<file path="config.mk">
export PLATFORM = sky130hd
export DESIGN_NAME = rvfi_commit_serializer_flat
export DESIGN_NICKNAME = d
export VERILOG_FILES = /design/src/rtl/rvfi_commit_serializer_if.sv /design/src/rtl/rvfi_commit_serializer.sv /design/src/flat_wrapper.sv
export SDC_FILE = /design/constraint.sdc
export NUM_CORES = 2
export LEC_CHECK = 0
export CORE_MARGIN = 5
export CORE_UTILIZATION = 50
export CTS_BUF_LIST = sky130_fd_sc_hd__clkbuf_4 sky130_fd_sc_hd__clkbuf_8
export CTS_CLUSTER_DIAMETER = 60
export DETAILED_ROUTE_END_ITERATION = 10
export PLACE_DENSITY = 0.64
export SLEW_MARGIN = 10
export SYNTH_ARGS = -nofsm -noshare
export SYNTH_HDL_FRONTEND = slang
export SYNTH_SLANG_ARGS = --single-unit
</file>
<file path="constraint.sdc">
create_clock -name clk_i -period 26.2 [get_ports clk_i]
set_clock_uncertainty 0.05 [all_clocks]
set_input_delay 3.93 -clock clk_i [delete_from_list [all_inputs] [get_ports clk_i]]
set_output_delay 3.93 -clock clk_i [all_outputs]
set_load 0.02 [all_outputs]
</file>
<file path="src/rtl/rvfi_commit_serializer_if.sv">
// -----------------------------------------------------------------------------
// rvfi_commit_serializer_if
//
// Purpose:
//   Bundles the two data-carrying sides of the RVFI commit serializer:
//     - the commit side, where the core presents up to NrCommitPorts retired
//       instruction records per cycle (no back-pressure possible), and
//     - the trace side, a valid/ready stream of one record per cycle.
//
// Signals (directions named from the serializer's point of view):
//   rvfi_valid_i  [NrCommitPorts]       per-port record valid
//   rvfi_rec_i    [NrCommitPorts*RecW]  records, port p at [p*RecW +: RecW]
//   out_valid_o                         head record available
//   out_rec_o     [RecW]                head record
//   out_ready_i                         sink accepts the head this cycle
//
// Modports:
//   slave  - the serializer itself (consumes commits, drives the stream)
//   master - the environment (core + trace writer) around it
// -----------------------------------------------------------------------------
interface rvfi_commit_serializer_if #(
  parameter int NrCommitPorts = 2,
  parameter int RecW          = 256
);

  logic [NrCommitPorts-1:0]      rvfi_valid_i;
  logic [NrCommitPorts*RecW-1:0] rvfi_rec_i;
  logic                          out_valid_o;
  logic [RecW-1:0]               out_rec_o;
  logic                          out_ready_i;

  modport slave (
    input  rvfi_valid_i,
    input  rvfi_rec_i,
    input  out_ready_i,
    output out_valid_o,
    output out_rec_o
  );

  modport master (
    output rvfi_valid_i,
    output rvfi_rec_i,
    output out_ready_i,
    input  out_valid_o,
    input  out_rec_o
  );

endinterface : rvfi_commit_serializer_if

</file>
<file path="src/rtl/rvfi_commit_serializer.sv">
// -----------------------------------------------------------------------------
// rvfi_commit_serializer
//
// Purpose:
//   Sits directly upstream of the RVFI trace writer. Each cycle it captures up
//   to NrCommitPorts retired-instruction records, compacts the valid ones in
//   ascending port order and appends them to a FIFO. The FIFO head is offered
//   one record per cycle on a valid/ready stream, oldest first.
//   The core can never be stalled, so when a cycle's group does not fit the
//   whole group is discarded (never a partial group, which would reorder the
//   trace), the sticky overflow flag is raised and the saturating drop
//   counter is advanced by the number of discarded records.
//
// Ports:
//   clk_i        clock
//   rst_i        asynchronous reset, active-high
//   flush_i      synchronous flush: empties the FIFO, keeps overflow/drop state
//   bus_if       rvfi_commit_serializer_if.slave
//                  rvfi_valid_i / rvfi_rec_i : commit side
//                  out_valid_o / out_rec_o / out_ready_i : trace stream
//   level_o      current occupancy, 0..Depth
//   overflow_o   sticky: at least one group has been dropped
//   drop_cnt_o   number of dropped records, saturating at all-ones
//
// Timing:
//   A record written in cycle N is first visible on out_* in cycle N+1; there
//   is no fall-through path. The head is read straight from the register
//   array, so out_rec_o is stable for as long as out_valid_o waits for ready.
// -----------------------------------------------------------------------------
module rvfi_commit_serializer #(
  parameter int NrCommitPorts = 2,    // 1..4
  parameter int RecW          = 256,  // packed rvfi_instr_t width
  parameter int Depth         = 16,   // power of two, >= NrCommitPorts, >= 2
  parameter int CntW          = 16    // drop counter width
) (
  input  logic                        clk_i,
  input  logic                        rst_i,
  input  logic                        flush_i,
  rvfi_commit_serializer_if.slave     bus_if,
  output logic [$clog2(Depth):0]      level_o,
  output logic                        overflow_o,
  output logic [CntW-1:0]             drop_cnt_o
);

  localparam int PtrW = $clog2(Depth);
  localparam int LvlW = PtrW + 1;
  // Enough bits to hold a count of 0..NrCommitPorts valid records.
  localparam int CW   = $clog2(NrCommitPorts + 1);

  // ---------------------------------------------------------------------------
  // State
  // ---------------------------------------------------------------------------
  logic [RecW-1:0] mem_q [Depth];
  logic [PtrW-1:0] wr_ptr_q,   wr_ptr_d;
  logic [PtrW-1:0] rd_ptr_q,   rd_ptr_d;
  logic [LvlW-1:0] level_q,    level_d;
  logic            overflow_q, overflow_d;
  logic [CntW-1:0] drop_cnt_q, drop_cnt_d;

  // ---------------------------------------------------------------------------
  // Combinational helpers
  // ---------------------------------------------------------------------------
  logic [CW-1:0]   grp_cnt;                 // popcount of rvfi_valid_i
  logic [CW-1:0]   grp_offs [NrCommitPorts]; // slot offset of each port's record
  logic [PtrW-1:0] wr_addr  [NrCommitPorts]; // FIFO slot of each port's record
  logic [RecW-1:0] port_rec [NrCommitPorts];
  logic            pop;
  logic            fits;
  logic            push_en;
  logic [LvlW:0]   free_slots;
  logic [CntW:0]   drop_sum;

  // Port p's record lands after all lower-numbered valid records, which is
  // exactly the running popcount of the lower ports. This is what closes the
  // gaps, e.g. a port-1-only group lands at wr_ptr.
  always_comb begin
    logic [CW-1:0] run;
    run = '0;
    for (int p = 0; p < NrCommitPorts; p++) begin
      grp_offs[p] = run;
      run         = run + CW'(bus_if.rvfi_valid_i[p]);
    end
    grp_cnt = run;
  end

  generate
    for (genvar gi = 0; gi < NrCommitPorts; gi++) begin : g_port
      assign port_rec[gi] = bus_if.rvfi_rec_i[gi*RecW +: RecW];
      // Pointer arithmetic wraps naturally because Depth is a power of two.
      assign wr_addr[gi]  = wr_ptr_q + PtrW'(grp_offs[gi]);
    end
  endgenerate

  assign pop = (level_q != '0) && bus_if.out_ready_i;

  // A pop in the same cycle frees its slot for this cycle's push, so a full
  // FIFO being drained can still take a single record.
  assign free_slots = (LvlW+1)'(Depth) - {1'b0, level_q} + (LvlW+1)'(pop);
  assign fits       = ((LvlW+1)'(grp_cnt) <= free_slots);

  // Flush wins over everything that would move the pointers this cycle.
  assign push_en  = !flush_i && fits && (grp_cnt != '0);

  assign drop_sum = {1'b0, drop_cnt_q} + (CntW+1)'(grp_cnt);

  // ---------------------------------------------------------------------------
  // Next-state logic
  // ---------------------------------------------------------------------------
  always_comb begin
    wr_ptr_d   = wr_ptr_q;
    rd_ptr_d   = rd_ptr_q;
    level_d    = level_q;
    overflow_d = overflow_q;
    drop_cnt_d = drop_cnt_q;

    if (flush_i) begin
      // Flush discards both the pending push and the pending pop. The drop
      // statistics survive so software can still see earlier losses.
      wr_ptr_d = '0;
      rd_ptr_d = '0;
      level_d  = '0;
    end else begin
      if (pop) begin
        rd_ptr_d = rd_ptr_q + PtrW'(1);
      end

      if (fits) begin
        wr_ptr_d = wr_ptr_q + PtrW'(grp_cnt);
        level_d  = level_q + LvlW'(grp_cnt) - LvlW'(pop);
      end else begin
        // The group is dropped as a whole; the pop still happens.
        level_d    = level_q - LvlW'(pop);
        overflow_d = 1'b1;
        drop_cnt_d = drop_sum[CntW] ? {CntW{1'b1}} : drop_sum[CntW-1:0];
      end
    end
  end

  // ---------------------------------------------------------------------------
  // Control registers
  // ---------------------------------------------------------------------------
  always_ff @(posedge clk_i or posedge rst_i) begin
    if (rst_i) begin
      wr_ptr_q   <= '0;
      rd_ptr_q   <= '0;
      level_q    <= '0;
      overflow_q <= 1'b0;
      drop_cnt_q <= '0;
    end else begin
      wr_ptr_q   <= wr_ptr_d;
      rd_ptr_q   <= rd_ptr_d;
      level_q    <= level_d;
      overflow_q <= overflow_d;
      drop_cnt_q <= drop_cnt_d;
    end
  end

  // ---------------------------------------------------------------------------
  // Record storage
  // ---------------------------------------------------------------------------
  // The array carries no reset: its contents are only observable while
  // level_q says they are valid, and reset clears level_q.
  // Compacted addresses are distinct within a group, so the per-port writes
  // never collide.
  always_ff @(posedge clk_i) begin
    for (int p = 0; p < NrCommitPorts; p++) begin
      if (push_en && bus_if.rvfi_valid_i[p]) begin
        mem_q[wr_addr[p]] <= port_rec[p];
      end
    end
  end

  // ---------------------------------------------------------------------------
  // Outputs
  // ---------------------------------------------------------------------------
  assign bus_if.out_valid_o = (level_q != '0);
  assign bus_if.out_rec_o   = mem_q[rd_ptr_q];
  assign level_o            = level_q;
  assign overflow_o         = overflow_q;
  assign drop_cnt_o         = drop_cnt_q;

endmodule : rvfi_commit_serializer

</file>
<file path="src/flat_wrapper.sv">
// flat-port wrapper written by rule: the top's interface ports become plain ports
module rvfi_commit_serializer_flat 
#(
  parameter int NrCommitPorts = 2,           
  parameter int RecW          = 256,                              
  parameter int Depth         = 16,                                          
  parameter int CntW          = 16                         
)
  (clk_i, rst_i, flush_i, level_o, overflow_o, drop_cnt_o, bus_if_rvfi_valid_i, bus_if_rvfi_rec_i, bus_if_out_ready_i, bus_if_out_valid_o, bus_if_out_rec_o);
  rvfi_commit_serializer_if #(.NrCommitPorts(NrCommitPorts), .RecW(RecW)) bus_if_i ();
  input  logic clk_i;
  input  logic rst_i;
  input  logic flush_i;
  output logic [$clog2(Depth):0] level_o;
  output logic overflow_o;
  output logic [CntW-1:0] drop_cnt_o;
  input wire logic [$bits(bus_if_i.rvfi_valid_i)-1:0] bus_if_rvfi_valid_i;
  input wire logic [$bits(bus_if_i.rvfi_rec_i)-1:0] bus_if_rvfi_rec_i;
  input wire logic [$bits(bus_if_i.out_ready_i)-1:0] bus_if_out_ready_i;
  output wire logic [$bits(bus_if_i.out_valid_o)-1:0] bus_if_out_valid_o;
  output wire logic [$bits(bus_if_i.out_rec_o)-1:0] bus_if_out_rec_o;
  assign bus_if_i.rvfi_valid_i = bus_if_rvfi_valid_i;
  assign bus_if_i.rvfi_rec_i = bus_if_rvfi_rec_i;
  assign bus_if_i.out_ready_i = bus_if_out_ready_i;
  assign bus_if_out_valid_o = bus_if_i.out_valid_o;
  assign bus_if_out_rec_o = bus_if_i.out_rec_o;
  rvfi_commit_serializer #(.NrCommitPorts(NrCommitPorts), .RecW(RecW), .Depth(Depth), .CntW(CntW)) u_core (.clk_i(clk_i), .rst_i(rst_i), .flush_i(flush_i), .bus_if(bus_if_i), .level_o(level_o), .overflow_o(overflow_o), .drop_cnt_o(drop_cnt_o));
endmodule
</file>
After elaboration in Yosys (flattened, before gate mapping)

Memory sizes are Yosys's and may differ from the RTL's.
Cells that the tools add are included.

Bitwise logic cells: 2
Add/subtract/negate cells: 10
Reduce and logical (&&, ||, !) cells: 11
Muxes and demuxes: 11
Magnitude comparators: 1

Operators with widths:

| operator                                                           | count |
|---|---|
| 16-bit by 2-bit adder with 17-bit output                           | 1 |
| 16-bit 2-to-1 mux                                                  | 1 |
| 4-bit 2-to-1 mux                                                   | 4 |
| 5-bit 2-to-1 mux                                                   | 2 |
| 5-bit by 1-bit subtractor with 5-bit output                        | 2 |
| 6-bit by 1-bit adder with 6-bit output                             | 1 |
| 2-bit by 6-bit less-or-equal comparator with 1-bit output          | 1 |
| 2-bit nonzero test                                                 | 3 |
| 5-bit by 5-bit subtractor with 6-bit output (first input constant) | 1 |
| 5-bit by 2-bit adder with 5-bit output                             | 1 |
| 1-bit logical AND                                                  | 5 |
| 5-bit nonzero test                                                 | 1 |
| 4-bit by 1-bit adder with 4-bit output                             | 1 |
| 4-bit by 1-bit adder with 4-bit output (second input constant)     | 1 |
| 4-bit by 2-bit adder with 4-bit output                             | 1 |
| 1-bit 2-to-1 mux                                                   | 4 |
| 1-bit by 1-bit adder with 2-bit output                             | 1 |
| 1-bit inverter                                                     | 2 |
| 2-bit AND reduction                                                | 1 |
| 1-bit zero test                                                    | 1 |

Bits in writable memories: 4096
Memories: 1
Input port bits: 518
Register bits after elaboration: 30
Logic and storage cells: 41

Memories:

| memory       | depth | bits a word | rd ports | clocked after Yosys merged registers in | write ports | RTL line                     | text |
|---|---|---|---|---|---|---|---|
| u_core.mem_q | 16    | 256         | 1        | 0                                       | 2           | rvfi_commit_serializer.sv:53 | `logic [RecW-1:0] mem_q [Depth];` |

Longest topological paths before layout

Depth after elaboration: 9
Depth in mapped cells: 18
Mapped depth without buffers: 14

Worst setup path before layout

OpenSTA, ideal clock, no wires.

Kind: input -> register
Start: input port bus_if_out_ready_i
End: memory u_core.mem_q[15][0] (enable)
Buffers on the path: 2
Data required time: 24923 ps
Cell stages on the path: 13
Data arrival time: 24155 ps
Setup slack: 767 ps
Cell sequence: nand2_1 > ha_1 > inv_1 > ha_1 > inv_1 > ha_1 > nor2b_1 > o221a_2 > o21a_1 > buf_4 > buf_12 > or4b_2 > o21ai_0

RTL lines:

| element            | RTL line                     | text |
|---|---|---|
| start: declaration | flat_wrapper.sv:19           | `input wire logic [$bits(bus_if_i.out_ready_i)-1:0] bus_if_out_ready_i;` |
| end: declaration   | rvfi_commit_serializer.sv:53 |  |

Worst setup path after layout

Start: register u_core.rd_ptr_q[0]
End: output port bus_if_out_rec_o[96]

Cells in the longest elaborated chain, start to end: 1

RTL lines:

| element                  | RTL line                      | text |
|---|---|---|
| start: declaration       | rvfi_commit_serializer.sv:55  | `logic [PtrW-1:0] rd_ptr_q, rd_ptr_d;` |
| start signal: assignment | rvfi_commit_serializer.sv:151 | `rd_ptr_q <= rd_ptr_d;` |
| memory read 16 x 256 bit | -                             |  |
| end: declaration         | flat_wrapper.sv:21            | `output wire logic [$bits(bus_if_i.out_rec_o)-1:0] bus_if_out_rec_o;` |

No other way between the ends.

==> qor.csv <==
stage,metric,value,unit
status,outcome,completed,
logic_synthesis,ys_seq_area_frac,0.597,
grt,grt_pass1_wl,911,mm
route,wl_per_cell,36.6,um
die,rows,236,
timing,layout_setup_ws,13.81,ns
timing,tns,0,ns
logic_synthesis,synthTopCellsByArea,"edfxtp_1 (59%), mux4_2 (14%), mux2_1 (13%)",
route,drc,0,
logic_synthesis,ys_ff_latch,4126,
logic_synthesis,ys_types,55,
min_path,hold_class,reg -> reg,
critical_path,worst-setup-path-type,reg -> out,
pwr,clock_power_share,0.319,
clock_network,clkTransAtPathRegs,0.06,ns
pwr,pwr_density_cell,76.8,nW/um2
run,drv_cap,0,
pwr,swShare,0.287,
timing,hold_viol,0,
pwr,p_switching,5.10,mW
route,wl,645,mm
critical_path,max_stage_delay,0.96,ns
grt,grt_max_degree,110,
timing,fin_crit,12.39,ns
finish,final_util,0.560,
grt,grt_overflow_total,0,
die,die_w,654,um
timing,max_freq,0.0807,GHz
die,initial_core_util,0.501,
clock_network,post-cts-setup-buffer-count,0,
critical_path,ff2ff_setup_slack,17.48,ns
finish,drive_above_1_share,0.371,
placed_design,pre_cts_ws,14.86,ns
logic_synthesis,syn_nets,11500,
clock_network,clk_latency,1.24,ns
timing,worstMarginPinSlew,1.37,ns
grt,grt_pass1_vias,121000,
clock_network,cts_tree,built,
timing,drv_slew,0,
logic_synthesis,syn_avg_cell_area,18.8,um2
die,ioPinCount,797,
placed_design,io_buffers,796,
critical_path,cp.required,22.22,ns
clock_network,h-tree-depth,6,
clock_network,cts.sinks,4126,
route,vias,116000,
timing,rsz0062_at_grt,false,
finish,stdcell_area,231000,um2
route,firstDrtPassIters,6,
pwr,internal_power,12.7,mW
grt,gr-usage-all-layers,0.297,
placed_design,dp_cells,16300,
critical_path,startpoint_type,register,
critical_path,worstSetupEndpointType,primary output,
pwr,leakage,73.1,nW
pwr,seq_power_share,0.436,
placed_design,place.gp.congestion,0.808,
logic_synthesis,synth_largest_area_cell,edfxtp_1,
finish,stdcell_count,17600,
finish,num-nets-final,12000,
min_path,worst_hold_path.endpoint,u_core.overflow_o$_DFFE_PP0P_,
logic_synthesis,synth_flop_cell,edfxtp_1,
critical_path,worstPathMaxFanout,99,
critical_path,r2r-end,u_core.mem_q[3][101]$_DFFE_PP_,
logic_synthesis,synth_cells,11000,
critical_path,rr_worst_depth,20,
logic_synthesis,synth_edf_count,4096,
clock_network,cts_resized,0,
pwr,comb_power_share,0.245,
min_path,min-delay-start,u_core.overflow_o$_DFFE_PP0P_,
finish,nFillCells,31600,
critical_path,crit_chain,buf_12 > buf_4 > buf_12 > buf_4 > buf_4 > mux4_2 > mux4_2 > clkdlybuf4s50_1,
die,die_area,427000,um2
critical_path,arrival,8.41,ns
logic_synthesis,synth-async-reset-ratio,0.00727,
placed_design,dpl-instance-area,218000,um2
logic_synthesis,netlist_area,207000,um2
placed_design,dp_hpwl,340,mm
pwr,ir_worst_vdd,0.0799,mV
die,core_area,413000,um2
logic_synthesis,yosys_warnings,0,
die,die_y,654,um
finish,areaGrowthSynthToFinish,11.7,%
clock_network,cts_max_path_buffers,4,
critical_path,cp_slowest_cell,buf_4,
clock_network,numCtsBuffers,712,
min_path,worstHoldPathCells,1,
critical_path,cp_common_cell,buf_4,
route,drtIter0Drc,12500,
timing,slew_headroom,0.0849,
critical_path,r2r_start,u_core.level_o[2]$_DFF_PP0_,
logic_synthesis,synth_top_area_share,0.594,
timing,setup_viol,0,
clock_network,cts-root-buf,clkbuf_8,
grt,antenna_found_initial,188,
clock_network,cts_hold_buf,0,
route,viasPerCell,6.56,
timing,min_period_over_period,0.473,
route,ant_nets,0,
-- worst max path at each step --
| stage | cells past startpoint | start | slack, ns | end |
|---|---|---|---|---|
| 6_report | 8 | u_core.rd_ptr_q[0]$_DFFE_PP0P_ | 13.81 | bus_if_out_rec_o[96] |
| 5_1_grt | 8 | u_core.rd_ptr_q[0]$_DFFE_PP0P_ | 13.06 | bus_if_out_rec_o[96] |
| 4_1_cts | 8 | u_core.rd_ptr_q[0]$_DFFE_PP0P_ | 13.43 | bus_if_out_rec_o[96] |
| 3_5_place_dp | 8 | u_core.rd_ptr_q[0]$_DFFE_PP0P_ | 14.86 | bus_if_out_rec_o[96] |
| 3_3_place_gp | 8 | u_core.rd_ptr_q[0]$_DFFE_PP0P_ | 14.90 | bus_if_out_rec_o[96] |
| 2_1_floorplan | 13 | bus_if_out_ready_i | 0.77 | u_core.mem_q[15][0]$_DFFE_PP_ |
-- routing by layer --
layer,global-route usage,up-vias,share of wire
met5,0,-,0.00059
met4,0.115,62,0.039
met3,0.0516,1199,0.073
met2,0.480,5329,0.49
met1,0.403,62700,0.40
li1,-,46300,-
-- cell usage after synthesis (all sizes together) (4+ instances only) --
cell type,instances
mux2,4100
edfxtp,4096
mux4,1280
clkbuf,738
buf,528
dfrtp,30
inv,26
nand2,24
ha,23
o21ai,16
or4,15
nand3,13
nor2,11
a21oi,9
xor2,9
o21bai,8
xnor2,8
nor4b,7
o31ai,6
nor3,5
nand3b,4
nand4,4
-- power by group through the flow --
stage	clock, mW	sequential, mW	combinational, mW
after global routing	6.07	7.77	4.55
after global placement	0	7.87	4.33
after detailed placement	0	7.88	4.37
final	5.67	7.75	4.35
after CTS	5.76	7.75	4.39
after floorplan	0	8.08	2.78
-- through the flow --
step / power (mW) / hold slack, ns
after floorplan: 10.9 / 0.503
after global placement: 12.2 / 0.408
after detailed placement: 12.3 / 0.414
after CTS: 17.9 / 0.433
after global routing: 18.4 / 0.457
final: 17.8 / 0.434
-- worst max-delay path: cells and delay by family (launching register included) --
kind | cells | cell delay, ns
buffers and inverters | 6 | 4.79
flip-flops | 1 | 0.74
multiplexers | 2 | 1.19
-- state kept, by name, summed over array words and instances (netlist names) --
signal	flops
u_core.drop_cnt_o	16
u_core.mem_q	4096
u_core.wr_ptr_q	4
u_core.level_o	5
u_core.overflow_o	1
u_core.rd_ptr_q	4
-- cell type report --
class,instances,area (um2),share of cell area
multi-input combinational,5586,76800,0.332
timing repair buffer,1050,10300,0.0444
antenna,102,255,0.00110
sequential,4126,124000,0.535
tap,5474,6850,0.0296
clock inverter,246,1300,0.00561
inverter,26,97.6,0.000422
clock buffer,1007,12100,0.0523
-- cell usage in the layout (no fill, tap or decap), types with 30 or more instances in the layout --
master | synthesis | final
edfxtp_1 | 4096 | 4096
mux2_1 | 2307 | 2307
mux2_2 | 1793 | 1793
mux4_2 | 1280 | 1280
clkdlybuf4s50_1 | 0 | 796
clkbuf_8 | 0 | 725
clkbuf_4 | 0 | 282
buf_4 | 163 | 223
clkinv_1 | 0 | 154
diode_2 | 0 | 102
clkinv_2 | 0 | 40
buf_12 | 1 | 30
-- cells by family after synthesis --
| group | count (synthesis) | share of synthesized area |
|---|---|---|
| AO/OA/AOI/OAI | 57 | 0.00187 |
| XOR/XNOR | 17 | 0.000719 |
| buffers and inverters | 1292 | 0.0329 |
| flip-flops | 4126 | 0.597 |
| adder cells (fa/ha/maj) | 26 | 0.00168 |
| AND/OR/NAND/NOR | 104 | 0.00335 |
| multiplexers | 5382 | 0.362 |
No activity file was read; power rests on OpenSTA's default activity.
